==> config.mk <==
export PLATFORM = sky130hd
export DESIGN_NAME = branch_resolution_unit
export DESIGN_NICKNAME = d
export VERILOG_FILES = /design/src/rtl/branch_resolution_unit_pkg.sv /design/src/rtl/branch_resolution_unit_sat_counter.sv /design/src/rtl/branch_resolution_unit.sv
export SDC_FILE = /design/constraint.sdc
export NUM_CORES = 1
export LEC_CHECK = 0
export ABC_AREA = 0
export CAP_MARGIN = 20
export CORE_MARGIN = 2
export CORE_UTILIZATION = 52
export CTS_CLUSTER_DIAMETER = 120
export CTS_CLUSTER_SIZE = 20
export DETAILED_ROUTE_END_ITERATION = 8
export GPL_ROUTABILITY_DRIVEN = 0
export GPL_TIMING_DRIVEN = 0
export PLACE_DENSITY_LB_ADDON = 0.3
export SYNTH_ARGS = -nofsm -noshare
export SYNTH_HDL_FRONTEND = slang
export SYNTH_SLANG_ARGS = --single-unit
==> constraint.sdc <==
create_clock -name clk -period 4.66 [get_ports clk]
set_clock_uncertainty 0.2 [all_clocks]
set_input_delay 0.699 -clock clk [delete_from_list [all_inputs] [get_ports clk]]
set_output_delay 0.699 -clock clk [all_outputs]
set_load 0.02 [all_outputs]
==> src/rtl/branch_resolution_unit_pkg.sv <==
// Shared constants and types for the branch resolution unit.
// - WORD_SIZE      : PC/data width used by every stage of the unit.
// - ctrl_class_e   : control-transfer class of the instruction in ID.
// - bht_req_t      : one BHT update request {valid, correct, pc}.
package branch_resolution_unit_pkg;

  localparam int unsigned WORD_SIZE = 16;

  typedef enum logic [1:0] {
    CtrlNone,
    CtrlJump,
    CtrlBranch
  } ctrl_class_e;

  typedef struct packed {
    logic                 valid;
    logic                 correct;
    logic [WORD_SIZE-1:0] pc;
  } bht_req_t;

  // A conditional branch wins over the jump flag so one instruction never earns two BHT updates.
  function automatic ctrl_class_e classify(input logic is_jump, input logic is_branch);
    ctrl_class_e cls;
    cls = CtrlNone;
    if (is_branch) begin
      cls = CtrlBranch;
    end else if (is_jump) begin
      cls = CtrlJump;
    end
    return cls;
  endfunction

endpackage

==> src/rtl/branch_resolution_unit_sat_counter.sv <==
// Saturating up-counter used for the performance counters.
// Ports:
// - clk     : clock, state on posedge
// - reset_n : asynchronous active-low reset, clears the count
// - inc     : add one this cycle (ignored once the count is all-ones)
// - count   : current count
module branch_resolution_unit_sat_counter #(
  parameter int unsigned WIDTH = 16
) (
  input  logic             clk,
  input  logic             reset_n,
  input  logic             inc,
  output logic [WIDTH-1:0] count
);

  logic [WIDTH-1:0] count_q, count_d;

  always_comb begin
    count_d = count_q;
    if (inc && (count_q != {WIDTH{1'b1}})) begin
      count_d = count_q + {{(WIDTH-1){1'b0}}, 1'b1};
    end
  end

  always_ff @(posedge clk or negedge reset_n) begin
    if (!reset_n) begin
      count_q <= '0;
    end else begin
      count_q <= count_d;
    end
  end

  assign count = count_q;

endmodule

==> src/rtl/branch_resolution_unit.sv <==
// Branch resolution unit: tracks fetched PCs and predicted next PCs through ID and EX, resolves
// direct jumps in ID and conditional branches in EX, updates the BTB/BHT, redirects and flushes
// the pipeline, and counts resolved and mispredicted control transfers.
// Ports:
// - clk, reset_n                        : clock and asynchronous active-low reset
// - stall                               : hazard stall (hold IF/ID, bubble into ID/EX)
// - inst_valid_if, pc_if, predicted_pc_if: fetched instruction and its predicted next PC
// - is_jump_id, is_branch_id, target_id : decode info of the instruction in ID
// - branch_taken_ex                     : branch condition for the instruction in EX
// - update_tag, pc_for_btb_update, branch_target_for_btb_update : BTB write port
// - update_bht, pc_for_bht_update, branch_correct_or_notCorrect  : BHT update port
// - redirect_valid, redirect_pc         : corrected next PC for the PC register
// - flush_if, flush_id                  : squash IF / ID instructions
// - num_branch, num_mispredict          : saturating performance counters
module branch_resolution_unit
  import branch_resolution_unit_pkg::*;
#(
  parameter int unsigned PERF_CNT_WIDTH = 16
) (
  input  logic                      clk,
  input  logic                      reset_n,
  input  logic                      stall,
  input  logic                      inst_valid_if,
  input  logic [WORD_SIZE-1:0]      pc_if,
  input  logic [WORD_SIZE-1:0]      predicted_pc_if,
  input  logic                      is_jump_id,
  input  logic                      is_branch_id,
  input  logic [WORD_SIZE-1:0]      target_id,
  input  logic                      branch_taken_ex,
  output logic                      update_tag,
  output logic [WORD_SIZE-1:0]      pc_for_btb_update,
  output logic [WORD_SIZE-1:0]      branch_target_for_btb_update,
  output logic                      update_bht,
  output logic [WORD_SIZE-1:0]      pc_for_bht_update,
  output logic                      branch_correct_or_notCorrect,
  output logic                      redirect_valid,
  output logic [WORD_SIZE-1:0]      redirect_pc,
  output logic                      flush_if,
  output logic                      flush_id,
  output logic [PERF_CNT_WIDTH-1:0] num_branch,
  output logic [PERF_CNT_WIDTH-1:0] num_mispredict
);

  // IF/ID register
  logic [WORD_SIZE-1:0] pc_id_q, pred_id_q;
  logic                 valid_id_q;
  logic                 id_done_q, id_done_d;

  // ID/EX register
  logic [WORD_SIZE-1:0] pc_ex_q, pred_ex_q, target_ex_q;
  logic                 is_branch_ex_q, valid_ex_q;

  // Deferred ID jump update that lost the BHT port
  bht_req_t pend_q, pend_d;

  ctrl_class_e          id_class;
  logic                 ex_resolve, ex_correct, ex_mispredict;
  logic [WORD_SIZE-1:0] ex_actual;
  logic                 id_fire, id_jump_upd, id_jump_correct, id_jump_mispredict;
  logic                 pend_load;

  // ---------------------------------------------------------------------------
  // EX resolution
  // ---------------------------------------------------------------------------
  always_comb begin
    ex_resolve    = valid_ex_q & is_branch_ex_q;
    ex_actual     = branch_taken_ex ? target_ex_q
                                    : pc_ex_q + {{(WORD_SIZE-1){1'b0}}, 1'b1};
    ex_correct    = (ex_actual == pred_ex_q);
    ex_mispredict = ex_resolve & ~ex_correct;
  end

  // ---------------------------------------------------------------------------
  // ID resolution; a mispredicting branch in EX means ID holds a wrong-path instruction
  // ---------------------------------------------------------------------------
  always_comb begin
    id_class           = classify(is_jump_id, is_branch_id);
    id_fire            = valid_id_q & ~id_done_q & (id_class != CtrlNone) & ~ex_mispredict;
    id_jump_upd        = id_fire & (id_class == CtrlJump);
    id_jump_correct    = (target_id == pred_id_q);
    id_jump_mispredict = id_jump_upd & ~id_jump_correct;
  end

  // ---------------------------------------------------------------------------
  // BHT port arbitration (EX > pending > ID jump) and pending-entry next state
  // ---------------------------------------------------------------------------
  always_comb begin
    // The ID jump must wait whenever EX or the pending entry already owns the port.
    pend_load = id_jump_upd & (ex_resolve | pend_q.valid);
    pend_d    = pend_q;
    if (pend_load) begin
      pend_d.valid   = 1'b1;
      pend_d.correct = id_jump_correct;
      pend_d.pc      = pc_id_q;
    end else if (!ex_resolve) begin
      // Port was free of EX, so any pending entry drained this cycle.
      pend_d.valid = 1'b0;
    end
  end

  // ---------------------------------------------------------------------------
  // Outputs (combinational, zero-latency)
  // ---------------------------------------------------------------------------
  always_comb begin
    update_tag                   = 1'b0;
    pc_for_btb_update            = '0;
    branch_target_for_btb_update = '0;
    update_bht                   = 1'b0;
    pc_for_bht_update            = '0;
    branch_correct_or_notCorrect = 1'b0;
    redirect_valid               = 1'b0;
    redirect_pc                  = '0;
    flush_if                     = 1'b0;
    flush_id                     = 1'b0;

    if (id_fire) begin
      update_tag                   = 1'b1;
      pc_for_btb_update            = pc_id_q;
      branch_target_for_btb_update = target_id;
    end

    if (ex_resolve) begin
      update_bht                   = 1'b1;
      pc_for_bht_update            = pc_ex_q;
      branch_correct_or_notCorrect = ex_correct;
    end else if (pend_q.valid) begin
      update_bht                   = 1'b1;
      pc_for_bht_update            = pend_q.pc;
      branch_correct_or_notCorrect = pend_q.correct;
    end else if (id_jump_upd) begin
      update_bht                   = 1'b1;
      pc_for_bht_update            = pc_id_q;
      branch_correct_or_notCorrect = id_jump_correct;
    end

    if (ex_mispredict) begin
      redirect_valid = 1'b1;
      redirect_pc    = ex_actual;
      flush_if       = 1'b1;
      flush_id       = 1'b1;
    end else if (id_jump_mispredict) begin
      redirect_valid = 1'b1;
      redirect_pc    = target_id;
      flush_if       = 1'b1;
    end
  end

  // id_done blocks a stalled instruction from firing twice; it clears once ID moves on.
  always_comb begin
    id_done_d = id_done_q | id_fire;
    if (flush_if || !stall) begin
      id_done_d = 1'b0;
    end
  end

  // ---------------------------------------------------------------------------
  // State
  // ---------------------------------------------------------------------------
  always_ff @(posedge clk or negedge reset_n) begin
    if (!reset_n) begin
      pc_id_q    <= '0;
      pred_id_q  <= '0;
      valid_id_q <= 1'b0;
      id_done_q  <= 1'b0;
    end else begin
      id_done_q <= id_done_d;
      if (flush_if) begin
        valid_id_q <= 1'b0;
      end else if (!stall) begin
        pc_id_q    <= pc_if;
        pred_id_q  <= predicted_pc_if;
        valid_id_q <= inst_valid_if;
      end
    end
  end

  always_ff @(posedge clk or negedge reset_n) begin
    if (!reset_n) begin
      pc_ex_q        <= '0;
      pred_ex_q      <= '0;
      target_ex_q    <= '0;
      is_branch_ex_q <= 1'b0;
      valid_ex_q     <= 1'b0;
    end else if (flush_id || stall) begin
      valid_ex_q <= 1'b0;
    end else begin
      pc_ex_q        <= pc_id_q;
      pred_ex_q      <= pred_id_q;
      target_ex_q    <= target_id;
      is_branch_ex_q <= is_branch_id;
      valid_ex_q     <= valid_id_q;
    end
  end

  always_ff @(posedge clk or negedge reset_n) begin
    if (!reset_n) begin
      pend_q <= '0;
    end else begin
      pend_q <= pend_d;
    end
  end

  // ---------------------------------------------------------------------------
  // Performance counters
  // ---------------------------------------------------------------------------
  branch_resolution_unit_sat_counter #(
    .WIDTH(PERF_CNT_WIDTH)
  ) u_cnt_branch (
    .clk    (clk),
    .reset_n(reset_n),
    .inc    (update_bht),
    .count  (num_branch)
  );

  branch_resolution_unit_sat_counter #(
    .WIDTH(PERF_CNT_WIDTH)
  ) u_cnt_mispredict (
    .clk    (clk),
    .reset_n(reset_n),
    .inc    (update_bht & ~branch_correct_or_notCorrect),
    .count  (num_mispredict)
  );

endmodule

==> key figures <==
Status
  • Run status: finished, final reports clean

Logic synthesis
  • Largest cells by area after synthesis: dfrtp_1 45%, mux2_1 11%, xnor2_1 5.4%
  • Xor/xnor share of the synthesized area: 0.0917
  • Post-synthesis mux area share: 0.164
  • Asr flop ratio synth: 1.00
  • Netlist Area Pre-Place: 7500 µm²
  • Count leader, synth: dfrtp_1
  • Post-Synth Simple-Gate Area: 0.173
  • Seq cells post-synth: 134
  • Seq/Total Area, Yosys: 0.447
  • Cells after synthesis: 707
  • Biggest area consumer among synthesized cells: dfrtp_1
  • Synth top area share: 0.447
  • Largest family of logic cells by synthesized area: simple AND/OR/NAND/NOR gates
  • Compound-Gate Fraction of Synth Area: 0.0830
  • Syn avg cell area: 10.6 µm²
  • Warnings from Yosys: 0
  • Yosys cell types: 60
  • Top FF cell, synth: dfrtp_1
  • Count of flip-flops with a built-in enable after synthesis: 0
  • Synth cell count leaders: 134 x dfrtp_1, 73 x mux2_1, 46 x xnor2_1
  • Adder-Cell Fraction of Synth Area: 0.00500
  • Syn nets: 765

Worst setup path
  • Critical path launch point type: flip-flop
  • Crit path kind: flip-flop to primary output
  • Worst path buffer plus inverter count: 4
  • Worst EP arrival: 3.67 ns
  • CP max stage cell: or4_1
  • Worst endpoint required time: 3.76 ns
  • Cell family with most CP delay: compound AO/OA/AOI/OAI gates
  • Critical Path Fanout Max: 10
  • Cell repeated most along the worst path: buf_6
  • Critical path cell sequence: ha_2 -> nand3_1 -> buf_6 -> mux2i_1 -> or4_1 -> a211oi_2 -> o2111ai_2 -> o31ai_4 -> buf_6 -> inv_1 -> a21o_1 -> dlygate4sd2_1
  • CP Capture Type: primary output
  • R2R setup slack: 0.87 ns
  • CP max stage delay: 0.43 ns

Final layout
  • Nets: 959
  • Antenna fix cells: 0
  • Fin area: 10100 µm²
  • Share of post-route cells with drive strength above 1: 0.189
  • Fillcell total: 999
  • Area growth from synthesis to layout: 34.9%

Floorplanning
  • Core ar.: 14000 µm²
  • Row cnt: 43
  • Initial Util: 0.536
  • DIE AREA: 15400 µm²
  • Die width: 124 µm
  • Ports: 157
  • Chip height: 124 µm

Global route
  • Pin count of the biggest net entering global routing: 84
  • Gr usage total: 0.295
  • First-pass GRT wire length: 34.5 mm
  • Grt total ovfl: 0
  • Initial antenna violation count: 0
  • Vias in the first global route: 6543

Power
  • Switching share of power: 0.334
  • LEAKAGE: 0.00456 µW
  • PwrDens: 430 nW/µm²
  • Part of the power in the clock network: 0.331
  • Sequential share of power: 0.367
  • P_sw: 1450 µW
  • Pint: 2900 µW
  • Worst vdd ir: 383 µV
  • Logic pwr share: 0.302
  • Power Total: 4350 µW

Drt
  • Wirelength per Cell: 20.0 µm
  • Post-route ant nets: 0
  • Number of DRC markers in iteration 0: 531
  • DRT Wirelength: 21.9 mm
  • Detailed Routing Iterations Pass 1: 5
  • Vias: 6434
  • Routed vias/inst: 5.88
  • # DRC: 0

Clock network
  • Hold Buf Count CTS: 0
  • Clock Sinks: 134
  • TritonCTS clock tree: done
  • CTS Buffer Depth: 2
  • Root Driver: clkbuf_16
  • Clk pin slew, worst setup/hold paths: 0.06 ns
  • Skew-Pair Late Insertion Delay: 0.43 ns
  • Total CTS buffers: 17
  • H-tree Lvls: 4

Placement
  • PortBufs: 156
  • Cell Area, Placed: 9320 µm²
  • Final HPWL DP: 15.3 mm

Hold path
  • Hold Path Class: input port to async pin

Timing
  • Setup tns final: 0 ns
  • Tmin final: 4.57 ns
  • Slew @ Worst Pin: 0.607 ns
  • Max Clock Freq: 219 MHz
  • # setup viols final: 0
  • Final hold violation count: 0
  • Part of the cycle the worst path needs: 0.981
  • Max Slew Vio Count: 0
  • Slew margin rel.: 0.591
  • RSZ-0062 raised after global routing: true

Flow run
  • Max Cap Viol: 0
-- metrics by stage --
stage / hold slack [ns] / worst slack, ns / utilization / instances
2_1_floorplan: 0.203 / 0.811 / - / 707
3_3_place_gp: 0.276 / -2.47 / 0.664 / 1043
3_5_place_dp: 0.281 / -1.03 / 0.666 / 1044
6_report: 0.00433 / 0.0864 / 0.724 / 1094
4_1_cts: 0.0199 / -0.0309 / 0.729 / 1090
5_1_grt: 0.0402 / -0.0219 / 0.724 / 1094
-- registers in the layout, indices dropped and copies added, names as in the netlist --
name and count:
pend_q 18, pred_id_q 16, pc_id_q 16, valid_id_q 1
pred_ex_q 16, u_cnt_branch.count 16, pc_ex_q 16, valid_ex_q 1
u_cnt_mispredict.count 16, target_ex_q 16, id_done_q 1, is_branch_ex_q 1
-- layout make-up --
class / count / area (µm²) / area share
Inverter: 11 / 41.3 / 0.00408
Clock inverter: 12 / 175 / 0.0173
Clock buffer: 20 / 457 / 0.0451
Sequential cell: 134 / 3360 / 0.331
Buffer: 46 / 274 / 0.0271
Multi-Input combinational cell: 514 / 3980 / 0.393
Tap cell: 180 / 225 / 0.0222
Timing Repair Buffer: 177 / 1620 / 0.160
-- routing by layer --
layer  vias to the layer above  GRT usage  routed length [µm]
li1                       2896          -                   -
met1                      3172      0.370                8630
met2                       298      0.480               10700
met3                        68     0.0875                1880
met4                         0      0.119                 727
met5                         -          0                   0
-- power by group through the flow --
stage	sequential, µW	combinational [µW]	clock [µW]
floorplan	1580	725	0
global placement	1590	1200	0
detailed placement	1600	1240	0
CTS	1590	1290	1460
global route	1620	1410	1500
finish	1600	1320	1440
-- layout by cell type, fill, tap and decap left out, types with 4 or more instances in the layout --
cell	count
nor2_1	23
mux2i_1	6
nor3_1	15
nor2b_1	8
dlygate4sd2_1	9
buf_6	9
o21ai_0	34
and2_1	37
xor2_1	30
a21o_1	4
nand2_1	44
mux2_1	73
clkbuf_4	5
inv_1	11
nand4_1	8
clkdlybuf4s15_2	5
clkdlybuf4s50_1	101
and3_1	33
mux2_2	19
mux2_4	9
xnor2_1	45
clkbuf_2	14
nand3_1	29
buf_4	44
dfrtp_1	131
a21oi_1	29
clkbuf_1	20
nor4_1	4
bufinv_16	4
clkbuf_16	17
buf_2	12
and4_1	4
-- path summary, 6_finish.rpt --
| check | from | cells past startpoint | end |
|---|---|---|---|
| worst max register to register | pc_ex_q[0] | 12 | pend_q[13] |
| worst min register to register | u_cnt_branch.count[4] | 1 | u_cnt_branch.count[4] |
| max in group asynchronous | reset_n | 2 | pc_ex_q[2] |
| worst max-delay path | pc_ex_q[0] | 12 | redirect_pc[12] |
| min in group clk | u_cnt_branch.count[4] | 1 | u_cnt_branch.count[4] |
| worst min-delay path | reset_n | 1 | u_cnt_branch.count[10] |
-- cells by family (layout without fill, tap and decap cells) --
logic type      after synthesis  in the layout
compound gates               98             98
xor+xnor                     77             77
fa+ha+maj                     3              3
buf+inv                      59            266
flops                       134            134
mux                         107            107
simple gates                229            229
-- repair_timing --
| item | in CTS | in global routing |
|---|---|---|
| buffers inserted | 15 | 5 |
| endpoints found under the setup margin | 53 | 53 |
| pin swaps | 7 | 5 |
| gates resized for setup | 140 | 90 |
(Power assumes the default switching activity.)
